## config.mk

```make
export PLATFORM = sky130hd
export DESIGN_NAME = d_phy_lane_tx
export DESIGN_NICKNAME = d
export VERILOG_FILES = /design/src/rtl/d_phy_pkg.sv /design/src/rtl/d_phy_lane_timer.sv /design/src/rtl/d_phy_lane_tx.sv
export SDC_FILE = /design/constraint.sdc
export NUM_CORES = 1
export LEC_CHECK = 0
export CAP_MARGIN = 10
export CORE_MARGIN = 1.5
export CORE_UTILIZATION = 41
export CTS_CLUSTER_SIZE = 12
export DETAILED_ROUTE_END_ITERATION = 6
export GPL_TIMING_DRIVEN = 0
export PLACE_DENSITY = 0.8
export SYNTH_ARGS = -nofsm -noshare
export SYNTH_HDL_FRONTEND = slang
export SYNTH_SLANG_ARGS = --single-unit
```

## constraint.sdc

```tcl
create_clock -name hs_clk -period 2.35 [get_ports hs_clk]
set_input_delay 0.47 -clock hs_clk [delete_from_list [all_inputs] [get_ports hs_clk]]
set_output_delay 0.47 -clock hs_clk [all_outputs]
set_load 0.02 [all_outputs]
```

## src/rtl/d_phy_pkg.sv

```systemverilog
// Shared types for the D-PHY lane transmitter: lane FSM states, LP line states
// and the HS sync byte.
package d_phy_pkg;

  typedef enum logic [2:0] {
    STOP,
    HS_RQST,
    HS_PREP,
    HS_ZERO,
    HS_SYNC,
    HS_DATA,
    HS_TRAIL,
    HS_EXIT
  } lane_state_t;

  localparam logic [7:0] D_PHY_SYNC_BYTE = 8'hB8;

  typedef enum logic [1:0] {
    LP11,
    LP01,
    LP00
  } lp_state_t;

  typedef struct packed {
    logic dp;
    logic dn;
  } lp_lines_t;

  // Named LP state to the {dp, dn} line levels; anything unknown parks the lane in LP-11.
  function automatic lp_lines_t lpDecode(input lp_state_t s);
    lp_lines_t lines;
    case (s)
      LP01:    lines = '{dp: 1'b0, dn: 1'b1};
      LP00:    lines = '{dp: 1'b0, dn: 1'b0};
      default: lines = '{dp: 1'b1, dn: 1'b1};
    endcase
    return lines;
  endfunction

  function automatic int maxInt(input int a, input int b);
    return (a > b) ? a : b;
  endfunction

endpackage

```

## src/rtl/d_phy_lane_timer.sv

```systemverilog
// Loadable down-counter that times each lane state; holds at zero until reloaded.
module d_phy_lane_timer #(
  parameter int W = 4
) (
  input  logic         clk_i,
  input  logic         rst_ni,
  input  logic         load_i,
  input  logic [W-1:0] load_val_i,
  output logic [W-1:0] value_o,
  output logic         zero_o
);

  logic [W-1:0] cnt_q;

  always_ff @(posedge clk_i or negedge rst_ni) begin
    if (!rst_ni) begin
      cnt_q <= '0;
    end else if (load_i) begin
      cnt_q <= load_val_i;
    end else if (cnt_q != '0) begin
      cnt_q <= cnt_q - 1'b1;
    end
  end

  assign value_o = cnt_q;
  assign zero_o  = (cnt_q == '0);

endmodule

```

## src/rtl/d_phy_lane_tx.sv

```systemverilog
// Per-lane D-PHY HS burst transmitter (LP-11 request, HS-zero, sync, payload, trail, exit).
// Optional statistics counters are built when D_PHY_LANE_STAT_EN is defined.
module d_phy_lane_tx
  import d_phy_pkg::*;
#(
  parameter int T_LPX_CYC        = 4,
  parameter int T_HS_PREPARE_CYC = 3,
  parameter int T_HS_ZERO_CYC    = 10,
  parameter int T_HS_TRAIL_CYC   = 6,
  parameter int T_HS_EXIT_CYC    = 8
) (
  input  logic        hs_clk,
  input  logic        rst_n,
  input  logic        en,
  input  logic [7:0]  tx_data,
  input  logic        tx_valid,
  input  logic        tx_last,
  output logic        tx_ready,
  output logic        lp_dp,
  output logic        lp_dn,
  output logic        hs_en,
  output logic [7:0]  hs_byte,
  output logic        busy,
  output logic        err_underrun,
  output logic [15:0] stat_bursts,
  output logic [23:0] stat_bytes
);

  localparam int T_MAX = maxInt(maxInt(maxInt(T_LPX_CYC, T_HS_PREPARE_CYC),
                                       maxInt(T_HS_ZERO_CYC, T_HS_TRAIL_CYC)),
                                T_HS_EXIT_CYC);
  localparam int TW = $clog2(T_MAX) + 1;

  localparam logic [TW-1:0] LD_LPX   = TW'(T_LPX_CYC - 1);
  localparam logic [TW-1:0] LD_PREP  = TW'(T_HS_PREPARE_CYC - 1);
  localparam logic [TW-1:0] LD_ZERO  = TW'(T_HS_ZERO_CYC - 1);
  localparam logic [TW-1:0] LD_TRAIL = TW'(T_HS_TRAIL_CYC - 1);
  localparam logic [TW-1:0] LD_EXIT  = TW'(T_HS_EXIT_CYC - 1);

  if (T_LPX_CYC < 1 || T_HS_PREPARE_CYC < 1 || T_HS_ZERO_CYC < 1 ||
      T_HS_TRAIL_CYC < 1 || T_HS_EXIT_CYC < 1) begin : g_badTiming
    $error("d_phy_lane_tx: every T_*_CYC parameter must be >= 1");
  end

  lane_state_t   state_q, state_d;
  logic          txReady_q;
  logic          lpDp_q, lpDn_q;
  logic          hsEn_q;
  logic [7:0]    hsByte_q;
  logic          busy_q;
  logic          errUnderrun_q;
  logic          lastBit_q;

  logic          accept;
  logic          underrun;
  logic          tmrLoad;
  logic [TW-1:0] tmrLoadVal;
  logic [TW-1:0] tmrValue;
  logic          tmrZero;
  lp_state_t     lpNext;

  assign accept = tx_valid & txReady_q;

  d_phy_lane_timer #(
    .W(TW)
  ) u_timer (
    .clk_i      (hs_clk),
    .rst_ni     (rst_n),
    .load_i     (tmrLoad),
    .load_val_i (tmrLoadVal),
    .value_o    (tmrValue),
    .zero_o     (tmrZero)
  );

  // Next state plus the timer reload for whichever timed state is entered next.
  always_comb begin
    state_d    = state_q;
    tmrLoad    = 1'b0;
    tmrLoadVal = '0;
    underrun   = 1'b0;
    case (state_q)
      STOP: begin
        if (en && tx_valid) begin
          state_d    = HS_RQST;
          tmrLoad    = 1'b1;
          tmrLoadVal = LD_LPX;
        end
      end
      HS_RQST: begin
        if (tmrZero) begin
          state_d    = HS_PREP;
          tmrLoad    = 1'b1;
          tmrLoadVal = LD_PREP;
        end
      end
      HS_PREP: begin
        if (tmrZero) begin
          state_d    = HS_ZERO;
          tmrLoad    = 1'b1;
          tmrLoadVal = LD_ZERO;
        end
      end
      HS_ZERO: begin
        if (tmrZero) begin
          state_d = HS_SYNC;
        end
      end
      HS_SYNC: begin
        if (tx_valid) begin
          state_d = HS_DATA;
        end else begin
          underrun   = 1'b1;
          state_d    = HS_TRAIL;
          tmrLoad    = 1'b1;
          tmrLoadVal = LD_TRAIL;
        end
      end
      HS_DATA: begin
        // tx_ready low here means the last byte is on the lane this cycle.
        if (!txReady_q) begin
          state_d    = HS_TRAIL;
          tmrLoad    = 1'b1;
          tmrLoadVal = LD_TRAIL;
        end else if (!tx_valid) begin
          underrun   = 1'b1;
          state_d    = HS_TRAIL;
          tmrLoad    = 1'b1;
          tmrLoadVal = LD_TRAIL;
        end
      end
      HS_TRAIL: begin
        if (tmrZero) begin
          state_d    = HS_EXIT;
          tmrLoad    = 1'b1;
          tmrLoadVal = LD_EXIT;
        end
      end
      HS_EXIT: begin
        if (tmrZero) begin
          state_d = STOP;
        end
      end
      default: begin
        state_d = STOP;
      end
    endcase
  end

  always_comb begin
    case (state_d)
      STOP, HS_EXIT: lpNext = LP11;
      HS_RQST:       lpNext = LP01;
      default:       lpNext = LP00;
    endcase
  end

  always_ff @(posedge hs_clk or negedge rst_n) begin
    if (!rst_n) begin
      state_q       <= STOP;
      txReady_q     <= 1'b0;
      lpDp_q        <= 1'b1;
      lpDn_q        <= 1'b1;
      hsEn_q        <= 1'b0;
      hsByte_q      <= 8'h00;
      busy_q        <= 1'b0;
      errUnderrun_q <= 1'b0;
      lastBit_q     <= 1'b0;
    end else begin
      state_q          <= state_d;
      busy_q           <= (state_d != STOP);
      hsEn_q           <= (state_d inside {HS_ZERO, HS_SYNC, HS_DATA, HS_TRAIL});
      {lpDp_q, lpDn_q} <= lpDecode(lpNext);
      errUnderrun_q    <= underrun;
      txReady_q        <= (state_d == HS_SYNC) ||
                          ((state_d == HS_DATA) && !(accept && tx_last));
      // Cleared at sync so a burst with no payload trails with 0xFF.
      if (state_d == HS_SYNC) begin
        lastBit_q <= 1'b0;
      end else if (accept) begin
        lastBit_q <= tx_data[7];
      end
      case (state_d)
        HS_SYNC:  hsByte_q <= D_PHY_SYNC_BYTE;
        HS_DATA:  hsByte_q <= tx_data;
        HS_TRAIL: hsByte_q <= {8{~lastBit_q}};
        default:  hsByte_q <= 8'h00;
      endcase
    end
  end

  assert property (@(posedge hs_clk) disable iff (!rst_n) tmrZero == (tmrValue == '0));

`ifdef D_PHY_LANE_STAT_EN
  logic [15:0] statBursts_q;
  logic [23:0] statBytes_q;

  always_ff @(posedge hs_clk or negedge rst_n) begin
    if (!rst_n) begin
      statBursts_q <= '0;
      statBytes_q  <= '0;
    end else begin
      if ((state_d == HS_EXIT) && (state_q != HS_EXIT) && (statBursts_q != '1)) begin
        statBursts_q <= statBursts_q + 1'b1;
      end
      if (accept && (statBytes_q != '1)) begin
        statBytes_q <= statBytes_q + 1'b1;
      end
    end
  end

  assign stat_bursts = statBursts_q;
  assign stat_bytes  = statBytes_q;
`else
  assign stat_bursts = '0;
  assign stat_bytes  = '0;
`endif

  assign tx_ready     = txReady_q;
  assign lp_dp        = lpDp_q;
  assign lp_dn        = lpDn_q;
  assign hs_en        = hsEn_q;
  assign hs_byte      = hsByte_q;
  assign busy         = busy_q;
  assign err_underrun = errUnderrun_q;

endmodule
```

==> results of run 1 <==
==> report_power, final <==
part,switching [mW],internal (mW),total [mW]
logic,0.598,0.483,1.08
clock network,0.114,0.0664,0.181
registers,0.105,0.573,0.678
total,0.817,1.12,1.94
==> critical path: cells and delay by family, from the launching register on <==
kind | cells | cell delay (ns)
and+or+nand+nor | 2 | 0.77
buffers and inverters | 1 | 0.11
DFF | 1 | 0.43
adders and majority gates | 1 | 0.19
AOI/OAI and AO/OA | 2 | 0.43
==> metal layers <==
metal	part of all wire	track usage	vias to the layer above
met3	0.080	0.02484	2
li1	-	-	585
met4	0.0076	0.04559	0
met1	0.42	0.1755	511
met2	0.49	0.2180	59
met5	0	0	-
==> layout by cell type, fill, tap and decap left out, types with 2 or more instances in the layout <==
cell type	Yosys	layout
nand3_1	4	4
clkbuf_4	0	3
a211o_1	2	2
o21ai_0	4	4
nand2_1	21	21
nor2_1	9	9
a21oi_1	13	13
buf_4	40	40
buf_2	2	2
nand2b_1	2	2
clkdlybuf4s50_1	0	25
ha_1	2	2
dfrtp_1	21	21
inv_1	4	4
clkbuf_1	4	5
xnor2_1	4	4
nor3_1	3	3
conb_1	1	40
o21a_1	2	2
dfstp_2	2	2
==> worst max-delay path by stage <==
stage / startpoint / to / slack [ns] / cells after the start
2_1_floorplan: u_timer.value_o[0] / hs_byte[0] / 0.59 / 7
3_3_place_gp: u_timer.value_o[1] / hs_byte[4] / 0.43 / 6
3_5_place_dp: u_timer.value_o[1] / hs_en / 0.42 / 5
4_1_cts: u_timer.value_o[1] / hs_byte[5] / 0.38 / 6
5_1_grt: u_timer.value_o[0] / hs_byte[5] / 0.19 / 6
6_report: u_timer.value_o[1] / lp_dn / 0.36 / 6
==> cell families (layout without fill, tap and decap cells) <==
kind of cell	Yosys count	count (layout)	share of synthesized area
compound gates	30	30	0.1375
xor+xnor	4	4	0.02467
fa+ha+maj	2	2	0.01762
buf+inv	50	79	0.2396
flops	23	23	0.4070
mux	1	1	0.007049
other cells	1	40	0.002641
simple gates	47	47	0.1639
==> final cells by class <==
class	count	area (µm²)
Fill cell	320	1436
Multi-Input combinational cell	124	648.1
Clock buffer	4	26.28
Buffer	46	325.3
Inverter	4	15.01
Sequential cell	23	578.1
Tap cell	46	57.56
Timing Repair Buffer	25	250.2
==> registers in the layout, indices dropped and copies added, names as in the netlist <==
register	flops
busy	1
err_underrun	1
hs_byte	8
hs_en	1
lastBit_q	1
lp_dn	1
lp_dp	1
state_q	3
tx_ready	1
u_timer.value_o	5
==> per-stage QoR <==
step           instances  hold slack [ns]
2_1_floorplan        197           0.1744
3_3_place_gp         268           0.5231
3_5_place_dp         268           0.5429
4_1_cts              272           0.5280
5_1_grt              272           0.5393
6_report             272           0.5469
==> parameters.txt, run 1 <==
Parameter                              Value

Layout
  Area growth syn-to-layout ... 33.83%
  Fraction of the core area covered by cells at the end of the flow ... 0.5696
  ANT cells ... 0
  Ratio of cells with drive above 1 in the final layout ... 0.2257
  Design area ... roughly 0.0019 mm²
  Number of nets at the end of the flow ... between 200 and 250

Worst setup path
  Cell breakdown of the critical path ... inv_1 > ha_1 > nor4b_2 > o21ai_0 > nand2_1 > o21a_1
  Reg-to-reg critical path endpoint ... lp_dn
  Critical Path RT ... ~2.6 ns
  Critical path's largest stage delay ... ~0.64 ns
  Critical path peak fanout ... 9
  Type of element capturing the critical path ... flop
  Start of the worst register-to-register path ... u_timer.value_o[1]
  Data arrival time at the worst-slack endpoint ... between 2 and 2.5 ns
  Depth of the worst register-to-register path ... 6
  Crit Path Category ... reg -> reg
  Kind of start point of the critical path ... flop
  R2R Setup Slk ... between 0.3 and 0.4 ns
  Highest-delay cell along the critical path ... nor4b_2

Global route
  Initial antenna violation count ... 0
  GRT Total Usage ... 0.1326
  Vias in the first global route ... 885
  Maximum number of pins on one net before global-route repair ... 24
  First-pass GRT wire length ... between 3000 and 4000 µm
  Overflow left after global routing ... 0

Clock tree
  Resize count post-CTS ... 0
  Maximum clock path buffer count ... 2
  Clock transition at path regs ... 0.12 ns
  Hold_buf cts ... 0
  Post-CTS Setup Inserts ... 0
  Cell chosen for the clock root ... clkbuf_4
  Num Clock Sinks ... 23
  CTS tree ... yes
  Clock latency on the worst-skew pair ... 0.31 ns
  H-Tree Level Count ... 1
  TritonCTS buffer count ... 3

STA
  Sum Neg Setup Slack ... 0 ns
  Final critical-path required period ... roughly 2.0 ns
  Worst-case clock skew ... 0.003954 ns
  Transition time at the pin with the least slew margin ... 0.9488 ns
  Final Max Tran Viols ... 0
  Final setup fails ... 0
  Share of the clock period used by the worst path ... 0.8467
  FMAX ... just over 500 MHz
  Worst slew margin relative to its limit ... 0.3655
  Setup ws final ... 0.3603 ns
  Hold Fails Final Rpt ... 0
  RSZ-0062 raised after global routing ... false

Detailed routing
  Total Wirelength ... ~2600 µm
  DRT iter0 DRCs ... 50
  DRC errors left ... 0
  First-pass DRT Iterations ... 4
  Number of vias in the routed layout ... roughly 1200
  Routed wire length per instance ... approximately 9.6 µm
  Final antenna-violating net count ... 0
  Post-DR vias/cell ... ~4.3

Synth
  Count of distinct cell types in the synthesized netlist ... 36
  Sequential-to-total area share from yosys stat ... 0.4070
  Share of the synthesized area in the top cell type ... 0.3700
  Cell count after synthesis ... between 150 and 200
  Synthesized area per cell ... 8.988 µm²
  Library cell with the largest summed area after synthesis ... dfrtp_1
  Biggest area contributors in the synthesized netlist ... dfrtp_1 37%, buf_4 21%, nand2_1 5.6%, a21oi_1 4.6%, dfstp_2 3.7%
  Most frequent cell after synthesis ... buf_4
  Netlist area before placement ... 0.001420 mm²
  Top post-synthesis cells by count ... 40 x buf_4, 21 x dfrtp_1, 21 x nand2_1
  Async set or reset register ratio after synthesis ... 1.000
  Leading register cell type out of synthesis ... dfrtp_1
  Count of state elements after synthesis ... 23
  Post-synth EDFFs ... 0
  Synthesis warning total ... 0

Die
  Full die area ... 0.003826 mm²
  Standard-cell row count ... 21
  Initial Util ... 0.4256
  Area of the core ... 0.003337 mm²
  Horiz. Die Dim ... around 62 µm
  Die height ... just over 60 µm
  Number of primary I/O pins ... 67

Placed design
  Port Buffer Count ... 25
  Dpl cell area ... 0.001874 mm²
  Setup slack after placement ... roughly 0.42 ns
  Detail Placement HPWL ... 1988 µm
  Routability Congestion ... ~0.88

Hold path
  Min-Delay Path Class ... in -> reg
  Min-delay src ... tx_valid
  Number of cells on the worst hold path ... 2
  Worst-case hold path end point ... err_underrun

Pwr
  Maximum vdd drop ... 0.2764 mV
  Pwr/cell area ... 1020 mW/mm²
  Power after layout ... about 1.9 mW
  Leak pwr ... between 0.9 and 1 nW

Outcome
  Status ... finished, final reports clean

Run
  Max-cap violations ... 0
Power figures use the tool's default switching activity.
==> inputs of run 2 (changes only) <==
==> constraint.sdc (replaced) <==
create_clock -name hs_clk -period 1.9 [get_ports hs_clk]
set_input_delay 0.38 -clock hs_clk [delete_from_list [all_inputs] [get_ports hs_clk]]
set_output_delay 0.38 -clock hs_clk [all_outputs]
set_load 0.02 [all_outputs]
==> run 2 against run 1 <==
  * Combinational power up 41%
  * Critical path depth up 1
  * Final area up 4.4%
  * Die area unchanged
  * Clock power up 26%
  * Flip-flop and latch count unchanged
  * Sequential share of layout area down 1.3 points
  * Final cell count up 2.6%
  * Sequential power up 24%
  * Critical endpoint is now busy
  * Highest routed layer unchanged
==> parameters.txt, run 2 (same netlist as run 1, synthesis figures left out) <==
Parameter                              Value

Global route
  GRT Total Usage ... 0.1357 (+0.003015)
  First-pass GRT wire length ... 3822 µm (+1.6%)
  Initial antenna violation count ... 0 (unchanged)
  Maximum number of pins on one net before global-route repair ... 24 (unchanged)
  Overflow left after global routing ... 0 (unchanged)
  Vias in the first global route ... 903 (+2.0%)

Detailed routing
  Final antenna-violating net count ... 0 (unchanged)
  Routed wire length per instance ... 9.792 µm (+1.8%)
  DRC errors left ... 0 (unchanged)
  Post-DR vias/cell ... 4.265 (+0.27%)
  DRT iter0 DRCs ... 42 (-16%)
  First-pass DRT Iterations ... 4 (unchanged)
  Total Wirelength ... 2732 µm (+4.4%)
  Number of vias in the routed layout ... 1190 (+2.9%)

Placed design
  Setup slack after placement ... -0.03267 ns (-0.4500 ns)
  Routability Congestion ... 0.8806 (unchanged)
  Detail Placement HPWL ... 1988 µm (unchanged)
  Port Buffer Count ... 25 (unchanged)
  Number of placed instances with taps included ... 268 (unchanged)

Clock tree
  Hold_buf cts ... 0 (unchanged)
  Num Clock Sinks ... 23 (unchanged)
  H-Tree Level Count ... 1 (unchanged)
  TritonCTS buffer count ... 3 (unchanged)
  Cell chosen for the clock root ... clkbuf_4
  CTS tree ... yes
  Clock transition at path regs ... 0.12 ns (about the same)
  Maximum clock path buffer count ... 2 (unchanged)
  Clock latency on the worst-skew pair ... 0.32 ns (about the same)

Die
  Initial Util ... 0.4256 (unchanged)
  Full die area ... 0.003826 mm² (unchanged)
  Horiz. Die Dim ... 61.86 µm (unchanged)
  Die height ... 61.86 µm (unchanged)
  Standard-cell row count ... 21 (unchanged)
  Area of the core ... 0.003337 mm² (unchanged)
  Number of primary I/O pins ... 67 (unchanged)

Outcome
  Status ... finished, final reports clean

Layout
  ANT cells ... 0 (unchanged)
  Multi-input combinational cell area ... 673.1 µm² (+3.9%)
  Ratio of cells with drive above 1 in the final layout ... 0.2661 (+0.04043)
  Most common cell after layout, fill and taps aside ... buf_4
  Area growth syn-to-layout ... 39.74%
  Fill cell instance count of the final layout ... 308 (-3.8%)
  Post-Layout Cell Count ... 279 (+2.6%)
  Most frequent cells in the layout ... 47 x buf_4, 40 x conb_1, 25 x clkdlybuf4s50_1
  Number of nets at the end of the flow ... 249 (+2.9%)
  Flip-flop count of the largest register after layout ... 8 (unchanged)
  FF/Latch Area ... 578.1 µm² (unchanged)

Worst setup path
  Highest-delay cell along the critical path ... or4b_4
  Critical path's largest stage delay ... 0.45 ns (-0.19 ns)
  Cell breakdown of the critical path ... inv_2 > ha_4 > or4b_4 > buf_6 > nor2_2 > nand2_1 > o21a_1
  Critical Path RT ... 2.12 ns (-0.49 ns)
  Data arrival time at the worst-slack endpoint ... 2.07 ns (-0.18 ns)
  Crit Path Category ... reg -> reg
  Critical path peak fanout ... 6 (-3)
  Kind of start point of the critical path ... flop
  Type of element capturing the critical path ... flop

Pwr
  Power after layout ... 2.587 mW (+33%)
  Sw frac ... 0.4154 (-0.005911)
  Switching Power ... 1.075 mW (+32%)
  Relative contribution of combinational cells to total power ... 0.586 (+0.029)
  Proportion of power drawn by flip-flops and latches ... 0.326 (-0.023)
  Internal ... 1.512 mW (+35%)
  Pwr/cell area ... 1304 mW/mm² (+28%)
  Maximum vdd drop ... 0.3690 mV (+34%)
  Clock group share of total power ... 0.088 (-0.005)
  Leak pwr ... 1.015 nW (+4.2%)

STA
  Worst slew margin relative to its limit ... 0.3600 (-0.005517)
  Sum Neg Setup Slack ... 0 ns (unchanged)
  FMAX ... 539.8 MHz (+7.4%)
  Hold Fails Final Rpt ... 0 (unchanged)
  Final Max Tran Viols ... 0 (unchanged)
  RSZ-0062 raised after global routing ... true
  Final critical-path required period ... 1.853 ns (-0.1370 ns)
  Setup ws final ... 0.04732 ns (-0.3130 ns)
  Final setup fails ... 0 (unchanged)
  Worst-case clock skew ... 0.002014 ns (-0.001940 ns)
  Transition time at the pin with the least slew margin ... 0.9571 ns (+0.008251 ns)
  Share of the clock period used by the worst path ... 0.9751 (+0.1284)

Hold path
  Min-Delay Path Class ... in -> reg

Run
  Max-cap violations ... 0 (unchanged)
## run 2: layer usage
| metal | vias to the layer above | track usage | share of wire |
|---|---|---|---|
| li1 | 597 | - | - |
| met1 | 533 | 0.1755 | 0.42 |
| met2 | 57 | 0.2241 | 0.49 |
| met3 | 3 | 0.02692 | 0.081 |
| met4 | 0 | 0.05167 | 0.010 |
| met5 | - | 0 | 0 |
## run 2: per-stage QoR
stage	utilization	instance area, µm²	hold slack [ns]
after floorplan	-	1567	0.08441
after detailed placement	0.5617	1874	0.5429
after CTS	0.5812	1939	0.4380
final	0.5947	1984	0.4490
after global placement	0.5617	1874	0.5231
after global routing	0.5947	1984	0.4493
## run 2: power by group through the flow
stage                     registers (mW)  logic, mW  clock network, mW
after floorplan                    0.954      0.839                  0
after global placement             0.841       1.30                  0
after detailed placement           0.849       1.34                  0
after CTS                          0.837       1.43              0.231
after global routing               0.862       1.67              0.247
final                              0.843       1.52              0.228
## run 2: worst paths after layout
check                                         from                 end  slack (ns)  cells past startpoint
worst min register to register           lastBit_q           lastBit_q        0.56                      2
worst min-delay path                      tx_valid        err_underrun        0.45                      2
worst max-delay path            u_timer.value_o[1]                busy        0.05                      7
worst max register to register  u_timer.value_o[1]                busy        0.05                      7
max in group asynchronous                    rst_n          hs_byte[2]        0.74                      1
min in group asynchronous                    rst_n  u_timer.value_o[3]        0.58                      1
## run 2: cell type report
cell class / count / area share
flip-flops and latches: 23 / 0.2913
inverters: 4 / 0.007566
repair buffers: 32 / 0.1526
clock buffers: 4 / 0.01324
plain buffers: 46 / 0.1671
well taps: 46 / 0.02900
multi-input cells: 124 / 0.3392
## run 2: critical path, delay by kind of cell (launching register included)
kind            cells  cell delay [ns]
buf+inv             2             0.23
simple gates        3             0.76
compound gates      1             0.21
flops               1             0.42
fa+ha+maj           1             0.14
## run 2: repair_timing
item / in CTS / in global routing
resized for setup: 5 / 3
buffers inserted: 2 / 5
pin swaps: 2 / 4
gates cloned: 0 / 0
hold endpoints to repair: 0 / 0
endpoints found under the setup margin: 14 / 12
